**config.mk**
```make
export PLATFORM = sky130hd
export DESIGN_NAME = trisc_datapath_flat
export DESIGN_NICKNAME = d
export VERILOG_FILES = /design/src/rtl/trisc_datapath_if.sv /design/src/rtl/trisc_datapath.sv /design/src/flat_wrapper.sv
export SDC_FILE = /design/constraint.sdc
export NUM_CORES = 1
export LEC_CHECK = 0
export BUFFER_PORTS_ARGS = -buffer_cell sky130_fd_sc_hd__buf_4
export CELL_PAD_IN_SITES_DETAIL_PLACEMENT = 1
export CELL_PAD_IN_SITES_GLOBAL_PLACEMENT = 1
export CORE_AREA = 2 2 175 177
export DETAILED_ROUTE_END_ITERATION = 7
export DIE_AREA = 0 0 177 179
export PLACE_DENSITY_LB_ADDON = 0.1
export SYNTH_ARGS = -nofsm -noshare
export SYNTH_HDL_FRONTEND = slang
export SYNTH_SLANG_ARGS = --single-unit
```
**constraint.sdc**
```tcl
create_clock -name clk -period 7.3 [get_ports clk]
set_input_delay 0.365 -clock clk [delete_from_list [all_inputs] [get_ports clk]]
set_output_delay 0.365 -clock clk [all_outputs]
set_load 0.02 [all_outputs]
```
**src/rtl/trisc_datapath_if.sv**
```systemverilog
// Strobe/program-load/status bundle between the TRISC controller (master) and datapath (slave).
interface trisc_datapath_if #(
    parameter int ADDR_W = 5,
    parameter int WORD_W = 8
);
    logic              C0, C1, C2, C3, C4, C5, C42, C6, C7, C8, C9, C10, C11;
    logic              prog_we;
    logic [ADDR_W-1:0] prog_addr;
    logic [WORD_W-1:0] prog_data;
    logic              INCA, CLRA, LDA, STA, ADD, JMP;
    logic [ADDR_W-1:0] pc;
    logic [WORD_W-1:0] ir;
    logic [WORD_W-1:0] acc;
    logic              carry;
    logic              err;

    modport master (
        output C0, C1, C2, C3, C4, C5, C42, C6, C7, C8, C9, C10, C11,
        output prog_we, prog_addr, prog_data,
        input  INCA, CLRA, LDA, STA, ADD, JMP, pc, ir, acc, carry, err
    );

    modport slave (
        input  C0, C1, C2, C3, C4, C5, C42, C6, C7, C8, C9, C10, C11,
        input  prog_we, prog_addr, prog_data,
        output INCA, CLRA, LDA, STA, ADD, JMP, pc, ir, acc, carry, err
    );
endinterface

```
**src/rtl/trisc_datapath.sv**
```systemverilog
// TRISC datapath: PC/IR/MDR/ACC registers, unified RAM and opcode decode driven by controller strobes.
// Optional TRISC_STROBE_CHECK_EN adds a sticky illegal-strobe-combination flag on err.
module trisc_datapath #(
    parameter int OP_W   = 3,
    parameter int ADDR_W = 5,
    parameter int WORD_W = 8
) (
    input  logic           clk,
    input  logic           CLR,
    trisc_datapath_if.slave bus
);
    localparam int DEPTH = 1 << ADDR_W;

    logic [WORD_W-1:0] mem [DEPTH];
    logic [ADDR_W-1:0] pc_q, addr;
    logic [WORD_W-1:0] ir_q, mdo_q, mdr_q, acc_q;
    logic              carry_q;
    logic [WORD_W:0]   sum;
    logic [OP_W-1:0]   opcode;

    assign addr   = bus.C3 ? ir_q[ADDR_W-1:0] : pc_q;
    assign sum    = {1'b0, acc_q} + {1'b0, mdr_q};
    assign opcode = ir_q[WORD_W-1:ADDR_W];

    // RAM has no reset; CLR only blocks writes. Program-load write is issued last so it wins a collision.
    always_ff @(posedge clk) begin
        if (!CLR) begin
            if (bus.C4 && bus.C5) mem[addr] <= acc_q;
            if (bus.prog_we)      mem[bus.prog_addr] <= bus.prog_data;
        end
    end

    always_ff @(posedge clk or posedge CLR) begin
        if (CLR) begin
            mdo_q <= '0;
            mdr_q <= '0;
            ir_q  <= '0;
        end else begin
            if (bus.C4 && !bus.C5) mdo_q <= mem[addr];
            if (bus.C42)           mdr_q <= mdo_q;
            if (bus.C7)            ir_q  <= mdr_q;
        end
    end

    always_ff @(posedge clk or posedge CLR) begin
        if (CLR)         pc_q <= '0;
        else if (bus.C0) pc_q <= '0;
        else if (bus.C1) pc_q <= ir_q[ADDR_W-1:0];
        else if (bus.C2) pc_q <= pc_q + ADDR_W'(1);
    end

    // carry tracks only the ALU path; increment wraps without touching it.
    always_ff @(posedge clk or posedge CLR) begin
        if (CLR) begin
            acc_q   <= '0;
            carry_q <= 1'b0;
        end else if (bus.C8) begin
            acc_q <= '0;
        end else if (bus.C9) begin
            acc_q <= acc_q + WORD_W'(1);
        end else if (bus.C11) begin
            if (bus.C10) {carry_q, acc_q} <= sum;
            else         acc_q <= mdr_q;
        end
    end

    always_comb begin
        bus.INCA = 1'b0;
        bus.CLRA = 1'b0;
        bus.LDA  = 1'b0;
        bus.STA  = 1'b0;
        bus.ADD  = 1'b0;
        bus.JMP  = 1'b0;
        case (opcode)
            OP_W'(1): bus.INCA = 1'b1;
            OP_W'(2): bus.CLRA = 1'b1;
            OP_W'(3): bus.LDA  = 1'b1;
            OP_W'(4): bus.STA  = 1'b1;
            OP_W'(5): bus.ADD  = 1'b1;
            OP_W'(6): bus.JMP  = 1'b1;
            default: ;
        endcase
    end

    assign bus.pc    = pc_q;
    assign bus.ir    = ir_q;
    assign bus.acc   = acc_q;
    assign bus.carry = carry_q;

`ifdef TRISC_STROBE_CHECK_EN
    logic illegal, err_q;

    // Last term: MDR capturing MDO on the same edge a read is refreshing it.
    assign illegal = (bus.C0 && bus.C1) || (bus.C0 && bus.C2) || (bus.C1 && bus.C2) ||
                     (bus.C8 && bus.C9) || (bus.C8 && bus.C11) || (bus.C9 && bus.C11) ||
                     (bus.C5 && !bus.C4) || (bus.C42 && bus.C4 && !bus.C5);

    always_ff @(posedge clk or posedge CLR) begin
        if (CLR)          err_q <= 1'b0;
        else if (illegal) err_q <= 1'b1;
    end

    assign bus.err = err_q;
`else
    assign bus.err = 1'b0;
`endif
endmodule

```
**src/flat_wrapper.sv**
```systemverilog
// flat-port wrapper written by rule: the top's interface ports become plain ports
module trisc_datapath_flat 
#(
    parameter int OP_W   = 3,
    parameter int ADDR_W = 5,
    parameter int WORD_W = 8
)
  (clk, CLR, bus_C0, bus_C1, bus_C2, bus_C3, bus_C4, bus_C5, bus_C42, bus_C6, bus_C7, bus_C8, bus_C9, bus_C10, bus_C11, bus_prog_we, bus_prog_addr, bus_prog_data, bus_INCA, bus_CLRA, bus_LDA, bus_STA, bus_ADD, bus_JMP, bus_pc, bus_ir, bus_acc, bus_carry, bus_err);
  trisc_datapath_if #(.ADDR_W(ADDR_W), .WORD_W(WORD_W)) bus_i ();
  input  logic clk;
  input  logic CLR;
  input wire logic [$bits(bus_i.C0)-1:0] bus_C0;
  input wire logic [$bits(bus_i.C1)-1:0] bus_C1;
  input wire logic [$bits(bus_i.C2)-1:0] bus_C2;
  input wire logic [$bits(bus_i.C3)-1:0] bus_C3;
  input wire logic [$bits(bus_i.C4)-1:0] bus_C4;
  input wire logic [$bits(bus_i.C5)-1:0] bus_C5;
  input wire logic [$bits(bus_i.C42)-1:0] bus_C42;
  input wire logic [$bits(bus_i.C6)-1:0] bus_C6;
  input wire logic [$bits(bus_i.C7)-1:0] bus_C7;
  input wire logic [$bits(bus_i.C8)-1:0] bus_C8;
  input wire logic [$bits(bus_i.C9)-1:0] bus_C9;
  input wire logic [$bits(bus_i.C10)-1:0] bus_C10;
  input wire logic [$bits(bus_i.C11)-1:0] bus_C11;
  input wire logic [$bits(bus_i.prog_we)-1:0] bus_prog_we;
  input wire logic [$bits(bus_i.prog_addr)-1:0] bus_prog_addr;
  input wire logic [$bits(bus_i.prog_data)-1:0] bus_prog_data;
  output wire logic [$bits(bus_i.INCA)-1:0] bus_INCA;
  output wire logic [$bits(bus_i.CLRA)-1:0] bus_CLRA;
  output wire logic [$bits(bus_i.LDA)-1:0] bus_LDA;
  output wire logic [$bits(bus_i.STA)-1:0] bus_STA;
  output wire logic [$bits(bus_i.ADD)-1:0] bus_ADD;
  output wire logic [$bits(bus_i.JMP)-1:0] bus_JMP;
  output wire logic [$bits(bus_i.pc)-1:0] bus_pc;
  output wire logic [$bits(bus_i.ir)-1:0] bus_ir;
  output wire logic [$bits(bus_i.acc)-1:0] bus_acc;
  output wire logic [$bits(bus_i.carry)-1:0] bus_carry;
  output wire logic [$bits(bus_i.err)-1:0] bus_err;
  assign bus_i.C0 = bus_C0;
  assign bus_i.C1 = bus_C1;
  assign bus_i.C2 = bus_C2;
  assign bus_i.C3 = bus_C3;
  assign bus_i.C4 = bus_C4;
  assign bus_i.C5 = bus_C5;
  assign bus_i.C42 = bus_C42;
  assign bus_i.C6 = bus_C6;
  assign bus_i.C7 = bus_C7;
  assign bus_i.C8 = bus_C8;
  assign bus_i.C9 = bus_C9;
  assign bus_i.C10 = bus_C10;
  assign bus_i.C11 = bus_C11;
  assign bus_i.prog_we = bus_prog_we;
  assign bus_i.prog_addr = bus_prog_addr;
  assign bus_i.prog_data = bus_prog_data;
  assign bus_INCA = bus_i.INCA;
  assign bus_CLRA = bus_i.CLRA;
  assign bus_LDA = bus_i.LDA;
  assign bus_STA = bus_i.STA;
  assign bus_ADD = bus_i.ADD;
  assign bus_JMP = bus_i.JMP;
  assign bus_pc = bus_i.pc;
  assign bus_ir = bus_i.ir;
  assign bus_acc = bus_i.acc;
  assign bus_carry = bus_i.carry;
  assign bus_err = bus_i.err;
  trisc_datapath #(.OP_W(OP_W), .ADDR_W(ADDR_W), .WORD_W(WORD_W)) u_core (.clk(clk), .CLR(CLR), .bus(bus_i));
endmodule
```
==> metrics <==
CP Launch Type=flip-flop; Leakage Power=6.29 nW; Final Net Count=1246; max-cap violation count=0; Hold Vio Cnt, Final=0; Post-Syn Instances=1181; Syn Nets=1221; initial antenna violation count=1; R2R setup slack=3.90 ns; critical path class=flip-flop to flip-flop; fin cells=1627; Layout area overhead=11.6%; highest routed layer=met4; DRT antenna net count=0; Rel. slew slack=14.7%; Max VDD drop=0.000230 V; global route overflow=0; clock sink total=294; ratio of cells with drive above 1 in the final layout=34.6%; RSZ-0062 raised after global routing=no; share of the synthesized area in the top cell type=49.3%; Distinct cells, synth=56; Post-Place Cell Area=16300 um^2; fill cell count=2946; final worst path period share=46.6%; H-tree levels=2; post-CTS sizing=0; Row Count=64; dpl hpwl=30.5 mm; Yosys top cell by area=edfxtp_1; Worst R2R End=u_core.mdo_q[0]; Starting Density=52.0%; WL met2=22.8 mm; Vias=10800; chip width=177 um; GRT Util Overall=30.9%; final setup fails=0; M1 WL=19.5 mm; CTS root buffer=clkbuf_16; worst skew pair latency=0.52 ns; setup TNS=0 ns; final RePlAce weighted congestion=0.853; YS warnings=0; syn avg cell area=13.2 um^2; Critical Path Sink Type=flip-flop; Synth Flop Type=edfxtp_1; IO Pins=58; Seq cells post-synth=294; DR DRC count=0; Worst Path Max Fanout=32; drt wl/cell=29.5 um; worst-case reg-to-reg path depth=7; Cells after DPL=1564; First-pass DRT Iterations=5; Core ar.=30000 um^2; die area=31700 um^2; pin count of the biggest net entering global routing=42; Worst-path clk slew=0.06 ns; worst setup path start=u_core.bus.pc[1]; EDFF count, synth=256; synth top area cells=edfxtp_1, mux2_2, dfrtp_1; Final Skew=0.0103 ns; worst-margin pin slew=1.27 ns; number of global-route vias before repair=10900; post-CTS setup repair buffer count=0; CTS Hold Bufs=0; WP data required=7.66 ns; first-pass GRT wire length=71.0 mm; PortBufs=55; Detailed Route WL=48.1 mm; CTS Buffer Depth=3; Die Y=179 um; worst path arrival time=3.76 ns; synthesized area=15600 um^2; status=completed; initial DRC count=1008; pwr dens=297 nW/um^2; Vias per Instance=6.61; CTS tree=yes; Met3 Wirelength=3.82 mm; sequential area share after synthesis=55.4%; Tightest Hold Check Type=primary input to asynchronous set/reset pin; final instance area=17400 um^2; diode count=0; Max Slew Vio Count=0; Period minus WS final=3.40 ns; total CTS buffers=35; Async SR Flop Fraction=12.9%; r2r startpoint=u_core.bus.pc[1]; Highest Clock Rate=0.294 GHz
[how the worst max path moves through the flow]
stage,endpoint,slack (ns),depth (start not counted)
global route,u_core.mem[3][3],3.68,4
finish,u_core.mdo_q[0],3.90,7
floorplan,u_core.mem[16][0],4.37,5
detailed placement,u_core.mem[11][3],3.63,4
CTS,u_core.mem[11][3],3.74,3
global placement,u_core.mem[11][3],3.73,4
[kinds of logic (layout without fill, tap and decap cells)]
| group | count (synthesis) | in the layout | share of synthesized area [%] |
|---|---|---|---|
| muxes | 334 | 334 | 25.2 |
| DFF | 294 | 294 | 55.4 |
| and+or+nand+nor | 225 | 225 | 7.02 |
| AOI/OAI and AO/OA | 191 | 191 | 7.75 |
| buffers and inverters | 116 | 166 | 3.26 |
| adders and majority gates | 11 | 11 | 0.930 |
| xor gates and xnor gates | 9 | 9 | 0.505 |
| other | 1 | 1 | 0.0240 |
[state kept, by name, summed over array words and instances (netlist names)]
register	count
u_core.mdr_q	8
u_core.bus.acc	8
u_core.mdo_q	8
u_core.bus.pc	5
u_core.mem	256
u_core.bus.carry	1
u_core.bus.ir	8
[layout make-up]
type | instances | area [um^2] | area share [%]
Sequential cell | 294 | 8640 | 49.6
Multi-Input combinational cell | 771 | 6460 | 37.1
Clock buffer | 44 | 962 | 5.52
Timing Repair Buffer | 91 | 681 | 3.91
Tap cell | 396 | 495 | 2.85
Clock inverter | 18 | 134 | 0.769
Inverter | 13 | 48.8 | 0.280
[cell usage in the layout (no fill, tap or decap), drive strengths merged, types with 3 or more instances in the layout]
master,instances
mux2i,52
nor2,56
a211oi,4
nand2,74
ha,10
a21o,3
dfrtp,38
xor2,5
mux2,262
nor3,21
o21ai,50
a21oi,43
nand4,4
edfxtp,256
o221ai,5
mux4,20
xnor2,4
or3,3
nand2b,3
a2111oi,3
nor4b,3
a31oi,10
clkinv,14
clkinvlp,3
nand3b,5
nor3b,6
o32ai,8
o22ai,22
nor2b,20
a22oi,33
clkbuf,44
o31ai,5
inv,12
buf,91
nor4,11
or2,3
nor4bb,3
nand3,6
[power by group]
part | total (mW) | internal [mW] | switching (mW)
Sequential | 2.09 | 1.97 | 0.123
Combinational | 1.39 | 0.571 | 0.816
Clock | 1.69 | 1.00 | 0.694
[metrics by stage]
step                      hold slack, ns  total power, mW  setup slack [ns]  utilization (%)
after floorplan                    0.431             3.01              4.37                -
after global placement             0.499             3.45              3.73             54.3
after detailed placement           0.516             3.49              3.63             54.3
after CTS                         0.0307             5.17              3.74             58.0
after global routing              0.0479             5.35              3.68             58.0
final                            0.00844             5.17              3.90             58.0
[cells in the mapped netlist, types with 5 or more instances]
library cell and n:
ha_1 10, dfrtp_1 38, nor2b_1 20, nor2_1 56
nor4_1 11, o21ai_1 5, a31oi_1 10, mux4_2 20
clkbuf_1 83, edfxtp_1 256, buf_2 11, a21oi_1 43
nand3b_1 5, o22ai_1 22, nand3_1 6, nor3b_1 6
nand2_1 73, mux2i_1 52, xor2_1 5, a22oi_1 33
o21ai_0 44, o31ai_1 5, o32ai_1 8, nor3_1 21
mux2_2 261, inv_1 13, o221ai_1 5
[layer usage]
metal  global-route usage (%)  up-vias
li1                         -     4597
met1                     40.5     5582
met2                     51.0      459
met4                     11.6        0
met5                        0        -
met3                     6.11      112
[critical path, stage by stage, from the launching register on]
cell and delay, ns:
dfrtp_1 0.55, mux2_2 0.45, buf_4 0.57, mux4_2 0.40, nand2b_1 0.22, o221ai_1 0.26
nor4_1 0.59, a21oi_1 0.18
No activity file was read; power rests on OpenSTA's default activity.
